$ cat src/rtl/trap_controller_nested.sv
// Nested trap/interrupt controller: edge-captured IRQs, fixed-priority nesting,
// EPC/cause stack and one-cycle PC-redirect pulses toward the fetch stage.
module trap_controller_nested #(
  parameter int unsigned       NUM_IRQ  = 3,
  parameter int unsigned       ADDR_W   = 32,
  parameter logic [ADDR_W-1:0] VEC_BASE = 32'h0000_0100,
  parameter int unsigned       DEPTH_W  = $clog2(NUM_IRQ + 2)
) (
  input  logic               clk,
  input  logic               rst_n,
  input  logic [NUM_IRQ-1:0] irq_in,
  input  logic               instr_valid,
  input  logic [ADDR_W-1:0]  pc,
  input  logic               ecall,
  input  logic               uret,
  input  logic               mask_set,
  input  logic               mask_clr,
  input  logic [NUM_IRQ-1:0] mask_data,
  output logic               trap_take,
  output logic               trap_ret,
  output logic [ADDR_W-1:0]  trap_pc,
  output logic [NUM_IRQ-1:0] irq_ack,
  output logic [NUM_IRQ-1:0] in_service,
  output logic [NUM_IRQ-1:0] irq_mask,
  output logic [DEPTH_W-1:0] nest_depth,
  output logic               err
);

  localparam int unsigned STACK_N = NUM_IRQ + 1;
  localparam int unsigned CAUSE_W = $clog2(NUM_IRQ + 1);

  typedef enum logic [1:0] {S_RUN, S_TAKE, S_RET} state_e;

  state_e               state_q;
  logic [NUM_IRQ-1:0]   irq_q, pend_q, mask_q, svc_q, ack_q;
  logic [ADDR_W-1:0]    epc_q   [STACK_N];
  logic [CAUSE_W-1:0]   cause_q [STACK_N];
  logic [DEPTH_W-1:0]   depth_q;
  logic [ADDR_W-1:0]    tpc_q;
  logic                 take_q, ret_q, err_q;

  logic [NUM_IRQ-1:0]   rise_c, takeable_c, elig_c, ack_c, svc_clr_c;
  logic [CAUSE_W-1:0]   irq_idx_c, push_cause_c, top_cause_c;
  logic [ADDR_W-1:0]    push_epc_c, top_epc_c, tgt_c;
  logic                 blocked_c, irq_hit_c, full_c, empty_c;
  logic                 do_take_c, do_ret_c, take_irq_c, err_set_c;

  // Event arbitration: uret > ecall > lowest takeable eligible irq
  always_comb begin
    rise_c    = irq_in & ~irq_q;
    blocked_c = 1'b0;
    for (int i = 0; i < int'(NUM_IRQ); i++) begin
      blocked_c     = blocked_c | svc_q[i];
      takeable_c[i] = ~blocked_c;
    end
    elig_c    = pend_q & mask_q & takeable_c;
    irq_hit_c = |elig_c;
    irq_idx_c = '0;
    for (int i = int'(NUM_IRQ) - 1; i >= 0; i--) begin
      if (elig_c[i]) irq_idx_c = CAUSE_W'(i);
    end

    top_epc_c   = '0;
    top_cause_c = '0;
    for (int unsigned k = 0; k < STACK_N; k++) begin
      if (depth_q == DEPTH_W'(k + 1)) begin
        top_epc_c   = epc_q[k];
        top_cause_c = cause_q[k];
      end
    end
    full_c  = (depth_q == DEPTH_W'(STACK_N));
    empty_c = (depth_q == '0);

    do_take_c    = 1'b0;
    do_ret_c     = 1'b0;
    take_irq_c   = 1'b0;
    err_set_c    = 1'b0;
    push_epc_c   = pc;
    push_cause_c = irq_idx_c;
    if (state_q == S_RUN && instr_valid) begin
      if (uret) begin
        if (empty_c) err_set_c = 1'b1;
        else         do_ret_c  = 1'b1;
      end else if (ecall) begin
        push_epc_c   = pc + ADDR_W'(4);
        push_cause_c = CAUSE_W'(NUM_IRQ);
        if (full_c) err_set_c = 1'b1;
        else        do_take_c = 1'b1;
      end else if (irq_hit_c) begin
        if (full_c) begin
          err_set_c = 1'b1;
        end else begin
          do_take_c  = 1'b1;
          take_irq_c = 1'b1;
        end
      end
    end

    ack_c     = take_irq_c ? (NUM_IRQ'(1) << irq_idx_c) : '0;
    svc_clr_c = (do_ret_c && (top_cause_c < CAUSE_W'(NUM_IRQ)))
                ? (NUM_IRQ'(1) << top_cause_c) : '0;
    tgt_c     = do_ret_c ? top_epc_c
                         : VEC_BASE + ADDR_W'({push_cause_c, 2'b00});
  end

  // State, stack and registered redirect outputs
  always_ff @(posedge clk or negedge rst_n) begin
    if (!rst_n) begin
      state_q <= S_RUN;
      irq_q   <= '0;
      pend_q  <= '0;
      mask_q  <= '0;
      svc_q   <= '0;
      ack_q   <= '0;
      depth_q <= '0;
      tpc_q   <= '0;
      take_q  <= 1'b0;
      ret_q   <= 1'b0;
      err_q   <= 1'b0;
      for (int unsigned k = 0; k < STACK_N; k++) begin
        epc_q[k]   <= '0;
        cause_q[k] <= '0;
      end
    end else begin
      irq_q  <= irq_in;
      mask_q <= (mask_q | (mask_set ? mask_data : '0)) & ~(mask_clr ? mask_data : '0);
      pend_q <= (pend_q | rise_c) & ~ack_c;
      svc_q  <= (svc_q | ack_c) & ~svc_clr_c;
      err_q  <= err_q | err_set_c;
      take_q <= do_take_c;
      ret_q  <= do_ret_c;
      ack_q  <= ack_c;
      tpc_q  <= (do_take_c || do_ret_c) ? tgt_c : '0;

      if (do_take_c) begin
        for (int unsigned k = 0; k < STACK_N; k++) begin
          if (depth_q == DEPTH_W'(k)) begin
            epc_q[k]   <= push_epc_c;
            cause_q[k] <= push_cause_c;
          end
        end
        depth_q <= depth_q + DEPTH_W'(1);
      end else if (do_ret_c) begin
        depth_q <= depth_q - DEPTH_W'(1);
      end

      case (state_q)
        S_RUN: begin
          if (do_take_c)     state_q <= S_TAKE;
          else if (do_ret_c) state_q <= S_RET;
        end
        default: state_q <= S_RUN;
      endcase
    end
  end

  assign trap_take  = take_q;
  assign trap_ret   = ret_q;
  assign trap_pc    = tpc_q;
  assign irq_ack    = ack_q;
  assign in_service = svc_q;
  assign irq_mask   = mask_q;
  assign nest_depth = depth_q;
  assign err        = err_q;

endmodule

$ cat config.mk
export PLATFORM = sky130hd
export DESIGN_NAME = trap_controller_nested
export DESIGN_NICKNAME = d
export VERILOG_FILES = /design/src/rtl/trap_controller_nested.sv
export SDC_FILE = /design/constraint.sdc
export NUM_CORES = 1
export LEC_CHECK = 0
export CORE_ASPECT_RATIO = 1.2
export CORE_MARGIN = 2
export CORE_UTILIZATION = 25
export DETAILED_ROUTE_END_ITERATION = 7
export PLACE_DENSITY = 0.45
export SYNTH_ARGS = -nofsm -noshare
export SYNTH_HDL_FRONTEND = slang
export SYNTH_SLANG_ARGS = --single-unit
export TNS_END_PERCENT = 100
$ cat constraint.sdc
create_clock -name clk -period 2.2 [get_ports clk]
set_input_delay 0.33 -clock clk [delete_from_list [all_inputs] [get_ports clk]]
set_output_delay 0.33 -clock clk [all_outputs]
set_load 0.02 [all_outputs]
Word level (Yosys, flattened, before mapping)
Index checks and enable logic that the tools add are counted.
Widths: inputs -> output; s select.
- reductions and logical operators: 11
- $add $sub $neg: 4
- shift-type cells: 2
- order comparisons: 1
- equality and inequality tests: 5
- bitwise logic cells: 19
- mux-type cells: 45
- operators by type and width (kind ; number):
    $mux 32 ; 9
    $add 32x3->32 const B ; 1
    $mux 2 ; 13
    $and 3x3->3 ; 6
    $mux 3 ; 6
    $mux 1 ; 17
    $not 3->3 ; 4
    $add 9x4->10 const A ; 1
    $or 3x3->3 ; 3
    $reduce_and 2->1 ; 4
    $eq 3x2->1 const B ; 2
    $shl 1x2->3 const A ; 2
    $add 3x1->3 const B ; 1
    $eq 3x1->1 const B ; 1
    $eq 3x3->1 const B ; 1
    $logic_not 3->1 ; 1
    $ne 3x3->1 const B ; 1
    $not 1->1 ; 3
    $or 1x1->1 ; 3
    $reduce_or 3->1 ; 1
    $sub 3x1->3 const B ; 1
    $logic_and 1x1->1 ; 2
    $logic_not 2->1 ; 1
    $lt 2x2->1 const B ; 1
    other kinds (2) ; 2
- output and inout bits: 47
- register bits: 191

Longest topological paths before layout
Gate-level depths: netlist of run 1.
- word-level depth: 13
- gate-level depth with buffers: 10

Worst setup path after synthesis of run 1
OpenSTA, ideal clock, no wires.
- path type: register -> register
- start point: reg depth_q[0] (netlist: nest_depth[0])
- end point: reg epc_q[0] (netlist name)
- clock period less this slack: 2459 ps
- library setup time: 125 ps
- cell stages (with the launch flop): 9
- required time: 2075 ps
- path slack: -259 ps
- data arrival time: 2335 ps
- cells stage by stage: dfrtp_1 > inv_1 > ha_1 > and2_1 > clkbuf_1 > or3_1 > a211oi_1 > buf_2 > mux2_2
- cells in the longest elaborated chain, start to end: 7
- elaborated cells on any way between the ends: 8
- those cells by class: eq/ne (2); mux (5); reduce/logical (1)
- ends and longest elaborated chain (what ; RTL line ; text):
    from (decl) ; 38 ; logic [DEPTH_W-1:0] depth_q;
    from (signal assigned) ; 142 ; depth_q <= depth_q + DEPTH_W'(1);
    from (signal assigned) ; 144 ; depth_q <= depth_q - DEPTH_W'(1);
    $eq 3x3->1 ; 71 ; full_c = (depth_q == DEPTH_W'(STACK_N));
    $mux 1 ; 87, 90 ;
    $mux 1 ; 89 ; end else if (irq_hit_c) begin
    $mux 1 ; 84 ; end else if (ecall) begin
    $mux 1 ; 81 ; if (uret) begin
    $mux 1 ; 80 ; if (state_q == S_RUN && instr_valid) begin
    $reduce_and 2->1 (no source line) * ; -- ;
    to (signal, indexed assignment) ; 138 ; epc_q[k] <= push_epc_c;
    to (decl) ; 36 ; logic [ADDR_W-1:0] epc_q [STACK_N];
Every way passes the cells marked *; elsewhere a longest branch is shown, timed or not.
A chain may end at the register's enable or synchronous reset.

Final worst setup path of run 1
- start point: reg state_q[1]
- end point: reg epc_q[97] (netlist name)
- cells in the longest elaborated chain, start to end: 4
- elaborated cells on any way between the ends: 5
- those cells by class: mux (2); reduce/logical (3)
- ends and longest elaborated chain (what ; RTL line ; text):
    from (decl) ; 34 ; state_e state_q;
    from (signal assigned) ; 109 ; state_q <= S_RUN;
    from (signal assigned) ; 149 ; if (do_take_c) state_q <= S_TAKE;
    from (signal assigned) ; 150 ; else if (do_ret_c) state_q <= S_RET;
    $logic_not 2->1 * ; 80 ;
    $logic_and 1x1->1 * ; 80 ;
    $mux 1 ; 80 ;
    $reduce_and 2->1 (no source line) ; -- ;
Marks and branches as above.

==> results of run 1 <==
==> per-stage QoR <==
stage               power, mW  std cells  worst slack [ns]
floorplan                7.88        842            0.0224
global placement         9.79       1435            -0.510
detailed placement       9.86       1435            -0.549
CTS                      13.1       1476           -0.0300
global route             14.5       1501            -0.160
finish                   13.6       1501           -0.0860
==> routing by layer <==
layer  part of all wire, %  routed length (um)  vias up
met3                   3.7                1060       32
met4                   1.9                 539        0
met1                    46               13200     3585
met5                     0                   0        -
met2                    48               13700      150
li1                      -                   -     3374
==> registers in the layout (all words and copies together) (netlist names) <==
signal and count:
trap_ret 1, in_service 3, trap_pc 32, trap_take 1
irq_q 3, nest_depth 3, epc_q 128, irq_mask 3
state_q 2, irq_ack 3, err 1, pend_q 3
cause_q 8
==> cell usage after synthesis (all sizes together) (2+ instances only) <==
cell,number,share of area (%)
nand2,151,6.8
or3,2,0.15
nor2b,5,0.37
and4,3,0.31
xnor2,29,3.0
a31oi,2,0.15
nor3b,3,0.27
and3,2,0.15
nand4,7,0.52
a221o,29,3.5
a21oi,84,5.0
or4,2,0.22
mux2,8,1.1
nand3,7,0.42
nor2,49,2.2
mux2i,3,0.36
o21ai,100,6.0
a211oi,3,0.27
inv,16,0.72
buf,7,0.49
o22a,2,0.21
nand3b,2,0.18
a221oi,3,0.31
dfrtp,191,57
ha,7,1.0
and2,3,0.22
o22ai,5,0.37
nor3,19,1.3
clkbuf,51,2.3
nor4,5,0.81
o211ai,30,2.7
==> worst register-to-register path, delay by kind of cell (launching register included) <==
kind | cells | cell delay [ns]
flip-flops | 1 | 0.40
buffers and inverters | 2 | 0.32
multiplexers | 1 | 0.27
AO/OA/AOI/OAI | 1 | 0.37
AND/OR/NAND/NOR | 2 | 0.82
==> cells by family after synthesis <==
kind of cell	Yosys count
DFF	191
muxes	11
xor gates and xnor gates	30
buffers and inverters	74
adders and majority gates	7
AOI/OAI and AO/OA	263
and+or+nand+nor	266
==> where the power goes <==
part | switching [mW] | internal [mW] | leakage [nW] | total, mW
logic | 2.60 | 2.34 | 2.68 | 4.94
clock network | 1.56 | 1.52 | 0.281 | 3.08
registers | 0.802 | 4.77 | 2.45 | 5.58
total | 4.96 | 8.63 | 5.41 | 13.6
==> worst min path at each step <==
stage | start | end | slack (ns) | cells after the start
floorplan | rst_n | cause_q[0] | 0.03 | 0
global placement | rst_n | irq_q[1] | 0.31 | 1
detailed placement | rst_n | irq_q[1] | 0.31 | 1
CTS | irq_in[0] | irq_q[0] | 0.35 | 1
global route | irq_in[0] | irq_q[0] | 0.35 | 1
finish | irq_in[0] | irq_q[0] | 0.36 | 1
==> area by class of cell <==
type,count,area (um^2)
multi-input combinational,580,4080
clock inverter,14,135
sequential,191,4780
tap,450,563
inverter,16,60.1
fill,3358,20500
timing repair buffer,232,2520
clock buffer,18,429
==> repair_timing <==
action                     in CTS  in global routing
hold buffers                    1                  0
setup endpoints to repair      67                141
gates cloned                    5                 15
hold endpoints to repair       42                  0
pin swaps                       8                 44
resized for setup              41                186
setup buffers                   3                 10
==> results.yml, run 1 <==
run_status:
  outcome: "finished, violations left"
  violations: "setup timing"
die:
  die_h_um: 204
  rows: 73
  core_area_um2: 33100
  start_util_pct: 25.3
  die_w_um: 171
  pin_count: 92
  die_area_um2: 34900
worst_setup_path:
  startpoint: "state_q[1]"
  r2r_cells: 6
  crit_slowest_cell: "or3b_4"
  endpoint: "epc_q[97]"
  r2r-start: "state_q[1]"
  slowest_delay_ns: 0.43
  worstSetupEndpointType: "flip-flop"
  reg2reg_to: "epc_q[97]"
  path_delay_family: "simple AND/OR/NAND/NOR gates"
  criticalPathCategory: "flip-flop to flip-flop"
  path_depth: 6
  reg2reg_slack_ns: -0.09
  path_cells: "or3b_4, buf_6, or3_4, a211o_4, buf_12, mux2_2"
  critical_path_arrival_ns: 2.61
  startpoint_type: "flip-flop"
  critPathBufInv: 2
  cp.required_ns: 2.53
  critPathMaxFanout: 9
sta:
  fin_crit_sh_pct: 104
  worstMarginPinSlew_ns: 0.553
  slew_headroom_pct: 63.1
  tns_ns: -1.43
  hold_viol_final: 0
  max_freq_mhz: 437
  fin_worst_skew_ns: 0.0122
  grt_setup_unrepaired: "yes"
  finalCriticalPeriod_ns: 2.29
  finalHoldWorstSlack_ns: 0.364
  slew_viol_final: 0
  setup_ws_ns: -0.0860
  setup_viol_count_final: 45
synthesis:
  synth_compound_area_share_pct: 19.1
  yosysUniqueCellTypes: 50
  synth-adder-area-share_pct: 1.05
  syn-cell-area_um2: 8350
  synthesis.instances: 842
  synth_simple_gate_area_share_pct: 14.6
  postSynthNetCount: 894
  synth_top_family_by_area: "compound AO/OA/AOI/OAI gates"
  synth_seq_cells: 191
  yosysSeqAreaShare_pct: 57.2
  ys.warnings.count: 0
  synthMuxAreaShare_pct: 1.44
  synthArstFlopShare_pct: 100
  ys.flop_type: "dfrtp_1"
  synth_edf_count: 0
  avgSynthCellArea_um2: 9.92
  yosys.area_share.xor_xnor_pct: 3.15
finish:
  final_util_pct: 38.0
  diodes: 0
  drive_gt1_share_pct: 29.7
  layout.nets: 1090
  final_common_cell: "dfrtp_1"
  area_delta_synth_final_pct: 50.5
  layout_common_cells: "dfrtp_1 (189), nand2_1 (140), clkdlybuf4s50_1 (90)"
  postLayoutCellArea_um2: 12600
global_routing:
  grt-ovfl-total: 0
  grt_pass1_wl_um: 41400
  antenna_found_initial: 1
  grt_use_met1_pct: 21.7
  busiest_layer: "met2"
  global_route.usage.met3_pct: 2.40
  grt_use_met2_pct: 25.1
  grt_max_degree: 51
  grt_pass1_vias: 7099
  grt_usage_pct: 15.6
pwr:
  p_leak_nw: 5.41
  max-vdd-ir-drop_uv: 644
  powerDensity_nw_per_um2: 1080
cts:
  clk_latency_ns: 0.45
  cts_made_buffers: 17
  clockBufferDepth: 2
  cts-root-buf: "clkbuf_16"
  htree_levels: 4
  cts_tree: "built"
  cts.sinks: 191
  clk_pin_slew_ns: 0.07
run:
  cap_violations: 0
route:
  post_drt_wl_per_cell_um: 19.0
  totalWireLength_um: 28500
  drt_first_pass_iters: 5
  first_iter_violations: 565
  ant_nets: 0
  routed_via_density: 4.76
  routed-via-count: 7141
  route.detailed.drc: 0
min_path:
  hp-class: "primary input to flip-flop"
placement:
  gp_congestion: 0.766
  placed_cell_area_um2: 10700
  dp_hpwl_um: 17000
  port_buffers: 91
No activity file was read; power rests on OpenSTA's default activity.
==> run 2, diff against run 1 <==
--- a/config.mk
+++ b/config.mk
@@ -8,6 +8,7 @@
 export CORE_ASPECT_RATIO = 1.2
 export CORE_MARGIN = 2
 export CORE_UTILIZATION = 25
+export CTS_CLUSTER_SIZE = 24
 export DETAILED_ROUTE_END_ITERATION = 7
 export PLACE_DENSITY = 0.45
 export SYNTH_ARGS = -nofsm -noshare
==> results of run 2 <==
No change in the layout: final DEF, timing and power equal those of run 1.
==> run 3, diff against run 2 <==
--- a/config.mk
+++ b/config.mk
@@ -8,10 +8,10 @@
 export CORE_ASPECT_RATIO = 1.2
 export CORE_MARGIN = 2
 export CORE_UTILIZATION = 25
+export CTS_BUF_LIST = sky130_fd_sc_hd__clkbuf_2
 export CTS_CLUSTER_SIZE = 24
 export DETAILED_ROUTE_END_ITERATION = 7
 export PLACE_DENSITY = 0.45
 export SYNTH_ARGS = -nofsm -noshare
 export SYNTH_HDL_FRONTEND = slang
 export SYNTH_SLANG_ARGS = --single-unit
-export TNS_END_PERCENT = 100
==> run 3 against run 2 <==
Against the previous run: the run still ends with setup timing left; register-to-register slack got worse by 0.04 ns; sequential power about the same; critical path depth unchanged; clock power decreased by 42%; maximum frequency decreased by 1.8%; count of clock-buffer cells in the layout unchanged; sequential share of layout area increased by 0.25 points; hold slack got worse by 0.24 ns; clock skew increased by 0.040 ns; critical endpoint unchanged; largest cell class unchanged; highest routed layer unchanged.
==> results.yml, run 3 (synthesis results as in run 1) <==
run_status:
  outcome: "finished, violations left"
  violations: "setup timing"
die:
  start_util_pct: 25.3
  die_w_um: 171
  pin_count: 92
  die_h_um: 204
  rows: 73
  die_area_um2: 34900
  core_area_um2: 33100
placement:
  dp_hpwl_um: 17000
  post-place-ws_ns: -0.549
  placed_cell_area_um2: 10700
  gp_congestion: 0.766
  port_buffers: 91
route:
  route.detailed.drc: 0
  totalWireLength_um: 28400
  ant_nets: 0
  first_iter_violations: 482
  drt_first_pass_iters: 5
  routed-via-count: 7198
  routed_via_density: 4.72
  post_drt_wl_per_cell_um: 18.6
sta:
  fin_crit_sh_pct: 106
  hold_viol_final: 0
  setup_viol_count_final: 103
  finalCriticalPeriod_ns: 2.33
  worstMarginPinSlew_ns: 0.592
  fin_worst_skew_ns: 0.0519
  setup_ws_ns: -0.128
  slew_viol_final: 0
  slew_headroom_pct: 60.3
  grt_setup_unrepaired: "yes"
  max_freq_mhz: 430
finish:
  top_register: "epc_q"
  postLayoutCellArea_um2: 12500
  layout.nets: 1113
  fill_cells: 3407
  largest_register_ffs: 128
  final_util_pct: 37.8
  final_common_cell: "dfrtp_1"
  layout_common_cells: "dfrtp_1 (188), nand2_1 (134), buf_4 (103)"
  area_delta_synth_final_pct: 49.6
  drive_gt1_share_pct: 31.9
cts:
  cts.sinks: 191
  clockBufferDepth: 2
  cts-root-buf: "clkbuf_2"
  htree_levels: 4
  clk_latency_ns: 0.82
  cts_tree: "built"
  cts_made_buffers: 17
  clk_pin_slew_ns: 0.29
pwr:
  powerDensity_nw_per_um2: 985
  max-vdd-ir-drop_uv: 356
  seq_power_share_pct: 45.1
  p_int_mw: 7.48
  clockPowerShare_pct: 14.6
  switching_share_pct: 39.2
  comb_power_share_pct: 40.3
  switchingPower_mw: 4.82
  p_leak_nw: 5.69
worst_setup_path:
  worstSetupEndpointType: "flip-flop"
  crit_slowest_cell: "dfrtp_1"
  critical_path_arrival_ns: 3.02
  criticalPathCategory: "flip-flop to flip-flop"
  startpoint_type: "flip-flop"
  r2r_cells: 6
  slowest_delay_ns: 0.45
  cp.required_ns: 2.90
  path_cells: "or3b_4, buf_6, or3_4, a211o_4, buf_12, mux2_2"
  critPathMaxFanout: 7
global_routing:
  antenna_found_initial: 1
  grt_use_met1_pct: 21.9
  grt_pass1_vias: 7188
  grt_usage_pct: 15.8
  grt_pass1_wl_um: 41900
  grt_max_degree: 51
  busiest_layer: "met2"
  grt-ovfl-total: 0
  global_route.usage.met3_pct: 1.92
  grt_use_met2_pct: 25.8
min_path:
  hold_depth: 2
  hp-class: "primary input to flip-flop"
run:
  cap_violations: 0
-- run 3: cell types whose count changed in the layout (fill, tap and decap cells not counted), sizes merged, moves of 5 or more --
cell / delta
dlymetal6s2s: +5
buf: +18
dlygate4sd3: +7
clkdlybuf4s50: -47
dlygate4sd2: +42
-- run 3: path summary, 6_finish.rpt --
path | slack, ns | end | from
worst max-delay path | -0.13 | epc_q[97] | state_q[0]
worst min-delay path | 0.12 | irq_mask[2] | mask_clr
worst max register to register | -0.13 | epc_q[97] | state_q[0]
worst min register to register | 0.52 | trap_pc[9] | epc_q[9]
max in group asynchronous | 1.21 | trap_pc[17] | rst_n
min in group asynchronous | 0.61 | trap_pc[6] | rst_n
-- run 3: routing by layer --
metal  share of wire [%]  vias up
met5                   0        -
met4                 1.4        0
met3                 3.5       20
met2                  48      133
met1                  47     3631
li1                    -     3414
-- run 3: stage by stage --
step                      power [mW]  setup TNS, ns  std cells  hold slack, ns
after floorplan                 7.88              0        842          0.0344
after global placement          9.79         -57.68       1435           0.314
after detailed placement        9.86         -58.81       1435           0.313
after CTS                       11.7          -1.03       1492         0.00694
after global routing            13.3         -14.22       1525          0.0288
final                           12.3          -6.61       1525           0.123
-- run 3: area by class of cell --
class | instances | area, um^2 | share of cell area (%)
Antenna cell | 1 | 2.50 | 0.0200
Clock buffer | 18 | 90.1 | 0.721
Clock inverter | 14 | 135 | 1.08
Inverter | 16 | 60.1 | 0.481
Multi-Input combinational cell | 579 | 4140 | 33.2
Sequential cell | 191 | 4780 | 38.3
Tap cell | 450 | 563 | 4.51
Timing Repair Buffer | 256 | 2720 | 21.7
-- run 3: power groups by stage --
stage               clock [mW]  sequential (mW)  combinational, mW
floorplan                    0             5.55               2.32
global placement             0             5.49               4.30
detailed placement           0             5.52               4.34
CTS                       1.88             5.42               4.43
global route              2.03             5.74               5.49
finish                    1.79             5.55               4.96
-- run 3: critical path: cells and delay by family (launching register included) --
family	cells	cell delay (ns)
compound gates	1	0.42
buf+inv	2	0.30
flops	1	0.45
mux	1	0.26
simple gates	2	0.81
-- run 3: what timing repair did --
action | CTS | global route
hold endpoints to repair | 197 | 0
endpoints found under the setup margin | 126 | 141
setup buffers | 10 | 22
pin swaps | 10 | 69
gates cloned | 6 | 11
resized for setup | 103 | 213
hold buffers | 9 | 0
